==> config.mk <==
export PLATFORM = sky130hd
export DESIGN_NAME = player_b_key_decoder
export DESIGN_NICKNAME = d
export VERILOG_FILES = /design/src/rtl/player_b_key_decoder.sv
export SDC_FILE = /design/constraint.sdc
export NUM_CORES = 1
export LEC_CHECK = 0
export CAP_MARGIN = 20
export CORE_MARGIN = 3
export CORE_UTILIZATION = 45
export DETAILED_ROUTE_END_ITERATION = 12
export PLACE_DENSITY = 0.8
export SETUP_SLACK_MARGIN = 0.15
export SLEW_MARGIN = 10
export SYNTH_ARGS = -nofsm -noshare
export SYNTH_HDL_FRONTEND = slang
export SYNTH_SLANG_ARGS = --single-unit
export TNS_END_PERCENT = 10
==> constraint.sdc <==
create_clock -name clk -period 1.7 [get_ports clk]
set_input_delay 0.255 -clock clk [delete_from_list [all_inputs] [get_ports clk]]
set_output_delay 0.255 -clock clk [all_outputs]
set_load 0.01 [all_outputs]
==> src/rtl/player_b_key_decoder.sv <==
// Purpose : turns PS/2 scan-code bytes into held-key levels (left/right/jump/swing) for player B.
// Latency : outputs registered; they change one cycle after the strobe of the final key-code byte.
// Backpressure: none, every byte is consumed on its strobe. clear drops a byte in the same cycle.
//
// Ports:
//   clk, rst_n            clock, asynchronous active-low reset
//   rx_valid, rx_data     one-cycle byte strobe and the scan-code byte
//   rx_error              one-cycle strobe, the current byte is corrupt (parity/framing)
//   clear                 synchronous release of all keys and FSM to IDLE
//   move_left/move_right  arbitrated direction levels, never both high
//   jump, swing           held-key levels
//   swing_pulse           one-cycle pulse on the swing press edge
module player_b_key_decoder #(
    parameter logic [7:0] KEY_LEFT       = 8'h6B,
    parameter logic [7:0] KEY_RIGHT      = 8'h74,
    parameter logic [7:0] KEY_JUMP       = 8'h75,
    parameter logic [7:0] KEY_SWING      = 8'h72,
    parameter int         PREFIX_TIMEOUT = 20000
) (
    input  logic       clk,
    input  logic       rst_n,
    input  logic       rx_valid,
    input  logic [7:0] rx_data,
    input  logic       rx_error,
    input  logic       clear,
    output logic       move_left,
    output logic       move_right,
    output logic       jump,
    output logic       swing,
    output logic       swing_pulse
);

    localparam int TW = $clog2(PREFIX_TIMEOUT) + 1;
    localparam logic [TW-1:0] TIMER_LAST = TW'(PREFIX_TIMEOUT - 1);

    localparam logic [7:0] BYTE_EXT = 8'hE0;
    localparam logic [7:0] BYTE_BRK = 8'hF0;

    // Bit positions inside the held-key vector.
    localparam int K_LEFT  = 0;
    localparam int K_RIGHT = 1;
    localparam int K_JUMP  = 2;
    localparam int K_SWING = 3;

    typedef enum logic [1:0] {IDLE, EXT, EXT_BRK, BRK} state_t;
    typedef enum logic {DIR_LEFT, DIR_RIGHT} dir_t;

    state_t          state_q, state_d;
    logic [TW-1:0]   timer_q, timer_d;
    logic [3:0]      held_q, held_d;
    dir_t            last_dir_q, last_dir_d;
    logic            move_left_q, move_left_d;
    logic            move_right_q, move_right_d;
    logic            jump_q, swing_q, swing_pulse_q, swing_pulse_d;
    logic [3:0]      key_hit;

    // One-hot match of the current byte against the four player-B keys.
    assign key_hit = {rx_data == KEY_SWING, rx_data == KEY_JUMP,
                      rx_data == KEY_RIGHT, rx_data == KEY_LEFT};

    always_comb begin
        state_d    = state_q;
        timer_d    = timer_q;
        held_d     = held_q;
        last_dir_d = last_dir_q;

        if (clear) begin
            state_d = IDLE;
            timer_d = '0;
            held_d  = '0;
        end else if (rx_error) begin
            // A corrupt byte aborts any pending prefix but never touches held keys.
            state_d = IDLE;
            timer_d = '0;
        end else if (rx_valid) begin
            timer_d = '0;
            unique case (state_q)
                IDLE: begin
                    if (rx_data == BYTE_EXT)      state_d = EXT;
                    else if (rx_data == BYTE_BRK) state_d = BRK;
                end
                EXT: begin
                    if (rx_data == BYTE_BRK) begin
                        state_d = EXT_BRK;
                    end else if (rx_data != BYTE_EXT) begin
                        // A make of an already-held key (auto-repeat) leaves last_dir alone.
                        held_d = held_q | key_hit;
                        if (key_hit[K_LEFT] && !held_q[K_LEFT])   last_dir_d = DIR_LEFT;
                        if (key_hit[K_RIGHT] && !held_q[K_RIGHT]) last_dir_d = DIR_RIGHT;
                        state_d = IDLE;
                    end
                end
                EXT_BRK: begin
                    held_d  = held_q & ~key_hit;
                    state_d = IDLE;
                end
                BRK:     state_d = IDLE;
                default: state_d = IDLE;
            endcase
        end else if (state_q != IDLE) begin
            // Stalled prefix: abandon it after PREFIX_TIMEOUT quiet cycles.
            if (timer_q == TIMER_LAST) state_d = IDLE;
            else                       timer_d = timer_q + TW'(1);
        end

        move_left_d   = held_d[K_LEFT]  & (~held_d[K_RIGHT] | (last_dir_d == DIR_LEFT));
        move_right_d  = held_d[K_RIGHT] & (~held_d[K_LEFT]  | (last_dir_d == DIR_RIGHT));
        swing_pulse_d = held_d[K_SWING] & ~held_q[K_SWING];
    end

    always_ff @(posedge clk or negedge rst_n) begin
        if (!rst_n) begin
            state_q       <= IDLE;
            timer_q       <= '0;
            held_q        <= '0;
            last_dir_q    <= DIR_LEFT;
            move_left_q   <= 1'b0;
            move_right_q  <= 1'b0;
            jump_q        <= 1'b0;
            swing_q       <= 1'b0;
            swing_pulse_q <= 1'b0;
        end else begin
            state_q       <= state_d;
            timer_q       <= timer_d;
            held_q        <= held_d;
            last_dir_q    <= last_dir_d;
            move_left_q   <= move_left_d;
            move_right_q  <= move_right_d;
            jump_q        <= held_d[K_JUMP];
            swing_q       <= held_d[K_SWING];
            swing_pulse_q <= swing_pulse_d;
        end
    end

    assign move_left   = move_left_q;
    assign move_right  = move_right_q;
    assign jump        = jump_q;
    assign swing       = swing_q;
    assign swing_pulse = swing_pulse_q;

endmodule

==> results.md <==
- DIE AREA: 3998 sq um
- Peak VDD IR: 0.0004723 V
- CP Class: flop to flop
- H-tree depth: 1
- Max Clock Skew: 0.009807 ns
- Clock Latency Late Sink: 0.34 ns
- Top FF cell, synth: dfrtp_1
- Largest cells by area after synthesis: dfrtp_1 (44%), xor2_1 (7.1%), nor2_1 (5.9%)
- Netlist cell types: 42
- Fin. max-slew vios: 0
- Routed WL per cell: 15.40 um
- Layout cells sized above 1: 28.27%
- Drt drc: 0
- EDFF count, synth: 0
- Fin crit period: 1.710 ns
- DR pass1 iterations: 4
- Ant. Diodes: 0
- CP dominant cell by count: buf_4
- Worst setup SP type: flop
- Chip Width: 63.23 um
- Slew HR: 76.29%
- Static leakage: 0.9285 nW
- Site Rows: 20
- Hold Path Class: input port to asynchronous set/reset pin
- Vias in the first global route: 1328
- Synthesized flop and latch total: 26
- Status: finished, violations left
- Grt total ovfl: 0
- Tot GR Track Use: 18.15%
- Synth Warn #: 0
- First-pass GRT wire length: 5878 um
- Largest net degree at the start of global routing: 27
- Max-Cap Viols: 0
- Post-route setup TNS: -0.01014 ns
- Port Buf Inserts: 17
- Placeable Area: 3078 sq um
- Synth Instances: 148
- Clock Path Buffers: 2
- Crit-path max cell delay: 0.44 ns
- Final setup margin: -0.01014 ns
- GPL Wtd Cong: 0.8667
- Fin nets: 210
- CP Data Required Time: 1.93 ns
- # IOs: 18
- R2R cell count: 6
- Violated checks: negative setup slack
- Arrival @ worst endpoint: 1.94 ns
- Iter 0 DRT Violations: 62
- Syn Nets: 166
- HPWL Detailed: 2456 um
- Unrepaired setup endpoints after global routing: yes
- Num CTS Buffers: 3
- Post-synthesis async set-or-reset flop share: 100.0%
- CTS tree: built
- Cell Area, Synth: 1474 sq um
- Slowest CP cell: dfrtp_1
- Worst Max-Slew Pin Slew: 0.3545 ns
- Hold Buf Count CTS: 0
- Die Height: 63.23 um
- Most frequent cell after synthesis: dfrtp_1
- # setup viols final: 1
- Final hold vios: 0
- Total clock sinks: 26
- Area delta synth->final: 40.49%
- Crit Path Max Fanout: 5
- Critical-path cell list: buf_4, ha_1, buf_4, a211oi_4, o32ai_4, a21boi_2
- Most instantiated cells after synthesis: dfrtp_1 (26), nor2_1 (23), xor2_1 (12)
- Clock slew seen by the registers of the worst setup and hold paths: 0.16 ns
- Dpl ws: -0.2789 ns
- Power Density: 555.2 nW/um^2
- Initial antenna violation count: 0
- Synth top area share: 44.14%
- Fmax: 584.7 MHz
- Vias: 1290
- Initial Util: 47.89%
- Clock root buffer: clkbuf_4
- Post-Route WL: 3620 um
- Final ANT Viol Nets: 0
- Post-synth top area cell: dfrtp_1
- Crit share post-route: 100.6%
- Seq/Total Area, Yosys: 44.14%
- Crit path capture type: flop
- Vias per cell: 5.489
- Syn avg cell area: 9.959 sq um
- Hold Slack: 0.2571 ns
-- sequential cells by signal, summed over array words and instances, names as in the netlist --
name,cells
held_q,4
move_right,1
timer_q,16
last_dir_q,1
swing_pulse,1
state_q,2
move_left,1
-- metrics by stage --
step           power [mW]  std cells  area (sq um)  util (%)
2_1_floorplan      0.6499        148          1494         -
3_3_place_gp       0.7163        226          1857     60.33
3_5_place_dp       0.7198        226          1857     60.33
4_1_cts             1.161        234          2006     65.16
5_1_grt             1.189        235          2071     67.28
6_report            1.150        235          2071     67.28
-- cell usage in the layout (no fill, tap or decap), drive strengths merged, types with 3 or more instances in the layout --
master | netlist | final
xor2 | 12 | 12
and3 | 3 | 3
o32ai | 3 | 3
ha | 5 | 5
nand4 | 6 | 6
clkbuf | 1 | 3
clkdlybuf4s50 | 0 | 13
inv | 7 | 7
nand2 | 7 | 7
buf | 2 | 25
nor3 | 3 | 3
a211oi | 3 | 3
dlymetal6s2s | 0 | 4
nor2 | 23 | 23
dfrtp | 26 | 26
o21ai | 6 | 6
a21oi | 3 | 3
nand4b | 3 | 3
nand3 | 7 | 7
-- report_power, final --
group          internal, mW  switching (mW)
registers             0.619        0.000130
clock network         0.239           0.201
logic                0.0489          0.0425
-- per-layer routing --
layer | GRT usage, % | vias to the layer above | share of wire, %
met4 | 5.930 | 0 | 2.6
met5 | 0 | - | 0
li1 | - | 613 | -
met1 | 23.17 | 630 | 43
met2 | 31.75 | 37 | 51
met3 | 2.317 | 10 | 3.6
-- area by class of cell --
type	count	area, sq um
Fill cell	213	1007
Multi-Input combinational cell	112	914.6
Sequential cell	26	650.6
Timing Repair Buffer	42	371.6
Tap cell	44	55.05
Clock inverter	1	30.03
Inverter	7	26.28
Clock buffer	3	22.52
-- worst paths after layout --
check / start / to / slack (ns)
worst max register to register: state_q[0]$_DFFE_PN0P_ / move_left$_DFF_PN0_ / -0.01
min in group clk: rx_data[3] / swing_pulse$_DFF_PN0_ / 0.49
worst min register to register: held_q[3]$_DFF_PN0_ / swing_pulse$_DFF_PN0_ / 0.52
worst max-delay path: state_q[0]$_DFFE_PN0P_ / move_left$_DFF_PN0_ / -0.01
worst min-delay path: rst_n / timer_q[4]$_DFFE_PN0P_ / 0.26
max in group asynchronous: rst_n / timer_q[15]$_DFFE_PN0P_ / 1.19
-- timing repair --
action	in CTS	in global routing
setup buffers	4	1
gates resized for setup	11	14
pin swaps	3	11
setup endpoints to repair	21	27
-- worst max-delay path, delay by kind of cell, from the launching register on --
kind            cells  cell delay, ns
flops               1            0.44
fa+ha+maj           1            0.26
compound gates      3            0.57
buf+inv             2            0.34
-- cells by family after synthesis --
group	after synthesis	synth area share (%)
AO/OA/AOI/OAI	24	12.22
XOR/XNOR	13	7.725
adder cells (fa/ha/maj)	5	4.244
buffers and inverters	10	2.630
flip-flops	26	44.14
multiplexers	2	1.358
AND/OR/NAND/NOR	68	27.67
Note: power is estimated with default switching activity, not from simulation.
